$ cat config.mk
export PLATFORM = sky130hd
export DESIGN_NAME = counter8_ctrl
export DESIGN_NICKNAME = d
export VERILOG_FILES = /design/src/rtl/counter8_ctrl.sv
export SDC_FILE = /design/constraint.sdc
export NUM_CORES = 1
export LEC_CHECK = 0
export BUFFER_PORTS_ARGS = -buffer_cell sky130_fd_sc_hd__buf_2
export CAP_MARGIN = 20
export CELL_PAD_IN_SITES_DETAIL_PLACEMENT = 0
export CELL_PAD_IN_SITES_GLOBAL_PLACEMENT = 1
export CORE_MARGIN = 3
export CORE_UTILIZATION = 32
export CTS_CLUSTER_SIZE = 20
export DETAILED_ROUTE_END_ITERATION = 8
export GPL_TIMING_DRIVEN = 1
export PLACE_DENSITY_LB_ADDON = 0.1
export SLEW_MARGIN = 20
export SYNTH_ARGS = -nofsm -noshare
export SYNTH_HDL_FRONTEND = slang
export SYNTH_SLANG_ARGS = --single-unit
$ cat constraint.sdc
create_clock -name clock -period 1.55 [get_ports clock]
set_input_delay 0.155 -clock clock [delete_from_list [all_inputs] [get_ports clock]]
set_output_delay 0.155 -clock clock [all_outputs]
set_load 0.05 [all_outputs]
$ cat src/rtl/counter8_ctrl.sv
// counter8_ctrl: command-level sequencer for the 8-bit loadable counter.
// It drives the counter's clear/load/enable/data controls and watches count_in
// against a terminal value latched at run start. Supported operations are
// one-shot or auto-reload runs, pause/resume and abort.
module counter8_ctrl #(
    parameter int WIDTH = 8
) (
    input  logic             clock,
    input  logic             clear,
    input  logic             start,
    input  logic             stop,
    input  logic             abort,
    input  logic             auto_reload,
    input  logic [WIDTH-1:0] load_value,
    input  logic [WIDTH-1:0] terminal,
    input  logic [WIDTH-1:0] count_in,
    output logic             cnt_clear,
    output logic             cnt_load,
    output logic             cnt_start_stop,
    output logic [WIDTH-1:0] cnt_data,
    output logic             busy,
    output logic             paused,
    output logic             done,
    output logic [7:0]       reload_cnt
);

    typedef enum logic [2:0] {
        S_IDLE  = 3'd0,
        S_LOAD  = 3'd1,
        S_RUN   = 3'd2,
        S_PAUSE = 3'd3,
        S_DONE  = 3'd4
    } state_t;

    state_t           state_q, state_d;
    logic [WIDTH-1:0] load_q, load_d;
    logic [WIDTH-1:0] term_q, term_d;
    logic             ar_q, ar_d;
    logic             done_q, done_d;
    logic [7:0]       reload_cnt_q, reload_cnt_d;
    logic             clr_q, clr_d;
    logic             ld_q, ld_d;
    logic             busy_q, busy_d;
    logic             paused_q, paused_d;
    logic             match_s;

    assign match_s = (count_in == term_q);

    // Increment enable is combinational so the counter never steps past the
    // terminal value, past a stop, or during the abort cycle.
    assign cnt_start_stop = (state_q == S_RUN) & ~match_s & ~stop & ~abort;

    assign cnt_clear  = clr_q;
    assign cnt_load   = ld_q;
    assign cnt_data   = load_q;
    assign busy       = busy_q;
    assign paused     = paused_q;
    assign done       = done_q;
    assign reload_cnt = reload_cnt_q;

    // Next-state, run-parameter latching and registered output decode.
    always_comb begin
        state_d      = state_q;
        load_d       = load_q;
        term_d       = term_q;
        ar_d         = ar_q;
        done_d       = 1'b0;
        reload_cnt_d = reload_cnt_q;
        if (abort) begin
            state_d = S_IDLE;
        end else begin
            case (state_q)
                S_IDLE, S_DONE: begin
                    if (start) begin
                        state_d      = S_LOAD;
                        load_d       = load_value;
                        term_d       = terminal;
                        ar_d         = auto_reload;
                        reload_cnt_d = 8'd0;
                    end else begin
                        state_d = state_q;
                    end
                end
                S_LOAD: begin
                    state_d = S_RUN;
                end
                S_RUN: begin
                    // A terminal match wins over a simultaneous stop.
                    if (match_s) begin
                        done_d = 1'b1;
                        if (ar_q) begin
                            state_d      = S_LOAD;
                            reload_cnt_d = (reload_cnt_q == 8'hFF) ? 8'hFF
                                                                   : reload_cnt_q + 8'd1;
                        end else begin
                            state_d = S_DONE;
                        end
                    end else if (stop) begin
                        state_d = S_PAUSE;
                    end else begin
                        state_d = S_RUN;
                    end
                end
                S_PAUSE: begin
                    if (start) begin
                        state_d = S_RUN;
                    end else begin
                        state_d = S_PAUSE;
                    end
                end
                default: begin
                    state_d = S_IDLE;
                end
            endcase
        end
        // Moore outputs are registered from the next state, so they change on
        // the same edge as the state register.
        clr_d    = (state_d == S_IDLE);
        ld_d     = (state_d == S_LOAD);
        busy_d   = (state_d == S_LOAD) | (state_d == S_RUN) | (state_d == S_PAUSE);
        paused_d = (state_d == S_PAUSE);
    end

    // State and output registers with synchronous clear.
    always_ff @(posedge clock) begin
        if (clear) begin
            state_q      <= S_IDLE;
            load_q       <= '0;
            term_q       <= '0;
            ar_q         <= 1'b0;
            done_q       <= 1'b0;
            reload_cnt_q <= 8'd0;
            clr_q        <= 1'b1;
            ld_q         <= 1'b0;
            busy_q       <= 1'b0;
            paused_q     <= 1'b0;
        end else begin
            state_q      <= state_d;
            load_q       <= load_d;
            term_q       <= term_d;
            ar_q         <= ar_d;
            done_q       <= done_d;
            reload_cnt_q <= reload_cnt_d;
            clr_q        <= clr_d;
            ld_q         <= ld_d;
            busy_q       <= busy_d;
            paused_q     <= paused_d;
        end
    end

endmodule

# Word level (Yosys, flattened, before mapping)
# Index checks and enable logic that the tools add are counted.
dict set report op_classes {
  muxes 13
  reduce_logical 7
  bitwise_logic 9
  add_sub_neg 1
  n_eq_ne 12
}
# cell n
set ops {}
lappend ops {{$mux 8} 4}
lappend ops {{$pmux 8 s2} 1}
lappend ops {{$eq 3x2->1 const B} 4}
lappend ops {{$mux 3} 4}
lappend ops {{$pmux 3 s4} 1}
lappend ops {{$add 8x1->8 const B} 1}
lappend ops {{$eq 8x8->1} 1}
lappend ops {{$eq 8x8->1 const B} 1}
lappend ops {{$eq 3x1->1 const B} 2}
lappend ops {{$logic_not 3->1} 2}
lappend ops {{$ne 2x2->1 const B} 3}
lappend ops {{$reduce_and 5->1} 1}
lappend ops {{$not 1->1} 4}
lappend ops {{$and 1x1->1} 3}
lappend ops {{$eq 3x3->1 const B} 1}
lappend ops {{$mux 1} 3}
lappend ops {{$reduce_and 3->1} 1}
lappend ops {{$reduce_or 3->1} 1}
lappend ops {{$or 1x1->1} 2}
lappend ops {{$reduce_bool 2->1} 1}
lappend ops {{$reduce_or 2->1} 1}
dict set report word_totals {
  out_inout_bits 22
  in_bits 30
  regBits 33
}

# Longest topological paths before layout
dict set report depth {
  word_depth 7
  ltp_mapped 7
  mapped_depth_nobuf 6
}

# Worst setup path before layout
# Ideal clock, no wire load.
dict set report synth_timing {
  path_type {flip-flop to output port}
  startpoint {reg state_q[0]}
  endpoint {out cnt_start_stop}
  required_ns 1.395
  path_stages_with_launch 4
  path_slack_ns -1.909
  path_buffers 1
  arrival_time_ns 3.304
  path_cell_list {dfxtp_1 buf_2 or3b_1 a2111oi_0}
}
dict set report synth_via {
  elab_chain_len 4
}
# item line
set synth_rtl {}
lappend synth_rtl {{start, declared} 35} ;# state_t state_q, state_d;
lappend synth_rtl {{start signal, assigned} 138} ;# state_q <= state_d;
lappend synth_rtl {{$eq 3x2->1} 51} ;# assign cnt_start_stop = (state_q == S_RUN) & ~match_s & ~stop & ~abort;
lappend synth_rtl {{$and 1x1->1 (3 in series)} 51}
lappend synth_rtl {{end, declared} 19} ;# output logic cnt_start_stop,
# No other way between the ends.

# Final worst setup path
dict set report layout_timing {
  startpoint {reg term_q[4]}
  endpoint {out cnt_start_stop}
}
dict set report layout_via {
  elab_chain_len 5
}
# item line
set layout_rtl {}
lappend layout_rtl {{start, declared} 37} ;# logic [WIDTH-1:0] term_q, term_d;
lappend layout_rtl {{start signal, assigned} 140} ;# term_q <= term_d;
lappend layout_rtl {{$eq 8x8->1} 47} ;# assign match_s = (count_in == term_q);
lappend layout_rtl {{$not 1->1} 51}
lappend layout_rtl {{$and 1x1->1 (3 in series)} 51}
# No other way between the ends.

==> flow_summary.json <==
{
  "num-fill-cells": 452,
  "numCtsBuffers": 5,
  "vias_per_cell": 4.908,
  "seq_area_frac_synth_pct": 42.07,
  "grt_pass1_wl_um": 7293,
  "yosys-top-cells-count": "48 x nand2_1, 33 x dfxtp_1, 20 x a21oi_1",
  "initial_core_util_pct": 34.63,
  "grt_overflow": 0,
  "place_hpwl_um": 3259,
  "cts-root-buf": "clkbuf_8",
  "r2r_setup_slack_ps": -60,
  "start_kind": "flip-flop",
  "track_usage_pct": 15.65,
  "cts.reportedPaths.clkPinSlew_ps": 70,
  "cts_buffer_depth": 2,
  "drv_cap": 0,
  "cts_sinks": 33,
  "core_um2": 4534,
  "synth.largest_area_cell": "dfxtp_1",
  "antenna_cells": 0,
  "worstSkewPairLatency_ps": 280,
  "drive_above_1_share_pct": 43.38,
  "yosys_register_bits": 33,
  "grt_pass1_vias": 1505,
  "synth.distinct_cells": 44,
  "drt_iter0_markers": 66,
  "rows": 24,
  "synth_area_per_cell_um2": 8.053,
  "holdCritPathClass": "in -> reg",
  "synth_edf_count": 0,
  "setup_viol": 2,
  "drc": 0,
  "status": "complete, but fails checks",
  "gp_congestion": 0.8045,
  "grt_max_degree": 18,
  "final-hold-violation-count": 0,
  "critPathMaxStageDelay_ps": 370,
  "crit_fanout": 2,
  "postRouteAntennaNets": 0,
  "critical_path_class": "reg -> out",
  "crit_buf_inv": 1,
  "rsz0062_at_grt": "true",
  "power.density_nw_per_um2": 846.2,
  "fin_skew_ps": 2.413,
  "cp.arrival_ps": 1530,
  "cp.required_ps": 1390,
  "final_max_slew_viol_count": 0,
  "area_delta_synth_final_pct": 47.01,
  "total_power_w": 0.001954,
  "ioPinCount": 52,
  "cp-end-kind": "output pin",
  "slew_headroom_pct": 78.01,
  "netlist.area_leader.share_pct": 42.07,
  "syn-cell-area_um2": 1570,
  "peakVddDrop_mv": 0.4519,
  "die_w_um": 76.05,
  "totalWireLength_um": 4341,
  "layout_setup_ws_ps": -130.8,
  "io_buffers": 51,
  "htreeDepth": 2,
  "synthArstFlopShare_pct": 0,
  "cp_cell_sequence": "xnor2_1 -> and4_4 -> a2111oi_4 -> buf_6",
  "grt_antenna_before_repair": 0,
  "fmax_ghz": 0.5950,
  "synth.most_common_cell": "nand2_1",
  "leakage_nw": 0.9848,
  "num_vias": 1654,
  "ys.flop_type": "dfxtp_1",
  "tns_ps": -193.0,
  "dieArea_um2": 5784,
  "yosys_warnings": 0,
  "first_pass_iters": 4,
  "synth_cells": 195,
  "wl_per_cell_um": 12.88,
  "violations": "negative setup slack",
  "synthTopCellsByArea": "dfxtp_1 42%, nand2_1 11%, a21oi_1 6.4%, xnor2_1 4.5%, o21ai_0 3.8%",
  "cts_tree": "yes",
  "nNetsFinal": 302,
  "tightest_slew_ps": 329.9,
  "cp_slowest_cell": "a2111oi_4",
  "finalCritPeriodShare_pct": 108.4,
  "crit_family": "compound AO/OA/AOI/OAI gates",
  "min_period_ps": 1681,
  "die_h_um": 76.05,
  "syn_nets": 226
}
## worst paths after layout
path,start,depth (start not counted),endpoint
setup reg to reg,term_q[4]$_SDFFE_PP0P_,6,reload_cnt[7]$_SDFFE_PP0P_
setup / recovery,term_q[4]$_SDFFE_PP0P_,4,cnt_start_stop
hold reg to reg,cnt_data[7]$_SDFFE_PP0P_,2,cnt_data[7]$_SDFFE_PP0P_
hold / removal,load_value[7],3,cnt_data[7]$_SDFFE_PP0P_
## layout by cell type, fill, tap and decap left out, types with 3 or more instances in the layout
cell	count
buf_2	50
nand2_1	48
buf_4	26
dfxtp_1	23
a21oi_1	20
nor2_1	9
o21ai_0	9
dfxtp_2	8
xnor2_2	6
clkbuf_8	6
nor3_1	5
nor2b_1	4
o21ai_1	4
nand3_1	3
nand4_1	3
inv_1	3
o31ai_1	3
## worst register-to-register path, cell delays in order, from the launching register on
cell and delay, ps:
dfxtp_2 320, xnor2_1 190, and4_4 270, nand2_1 150
buf_4 180, nor4_2 290, o21a_1 160
## sequential cells by signal (all words and copies together) (netlist names)
signal / count
cnt_data: 8
reload_cnt: 8
term_q: 8
state_q: 3
ar_q: 1
busy: 1
cnt_clear: 1
cnt_load: 1
done: 1
paused: 1
## power by group
| part | leakage, nW | internal, W | switching [W] |
|---|---|---|---|
| clock network | 0.0566 | 0.000459 | 0.000310 |
| logic | 0.654 | 0.000122 | 0.000173 |
| registers | 0.274 | 0.000872 | 0.0000174 |
## final cells by class
class,instances,area (um2),area share (%)
Clock buffer,8,111.4,4.824
Timing Repair Buffer,77,456.7,19.78
Inverter,3,11.26,0.4878
Sequential cell,33,678.2,29.38
Multi-Input combinational cell,151,969.7,42.01
Tap cell,65,81.33,3.523
## cells by family (layout without fill, tap and decap cells)
kind of cell,Yosys count,in the layout,synth area share (%)
and+or+nand+nor,89,89,28.37
AOI/OAI and AO/OA,52,52,20.32
DFF,33,33,42.07
buffers and inverters,11,88,3.346
xor gates and xnor gates,8,8,4.462
adders and majority gates,1,1,0.7967
muxes,1,1,0.6375
## routing by layer
| metal | vias to the layer above | GRT usage (%) | part of all wire (%) |
|---|---|---|---|
| li1 | 844 | - | - |
| met1 | 753 | 21.97 | 48 |
| met2 | 50 | 22.78 | 44 |
| met3 | 7 | 3.901 | 6.3 |
| met4 | 0 | 6.522 | 1.7 |
| met5 | - | 0 | 0 |
## through the flow
| stage | utilization, % | cell area, um2 | std cells | setup WS [ps] | hold WS, ps |
|---|---|---|---|---|---|
| 5_1_grt | 50.91 | 2308 | 337 | -189.7 | 94.96 |
| 3_5_place_dp | 46.14 | 2092 | 328 | -68.64 | 402.1 |
| 6_report | 50.91 | 2308 | 337 | -130.8 | 103.0 |
| 2_1_floorplan | - | 1612 | 195 | -48.36 | 273.8 |
| 3_3_place_gp | 46.14 | 2092 | 328 | -37.17 | 399.1 |
| 4_1_cts | 50.25 | 2278 | 337 | -168.6 | 91.68 |
## what timing repair did
item / CTS / global route
setup endpoints to repair: 9 / 28
buffers inserted: 1 / 0
resized for setup: 16 / 7
pin swaps: 8 / 5
hold buffers: 0 / 0
(Power assumes the default switching activity.)
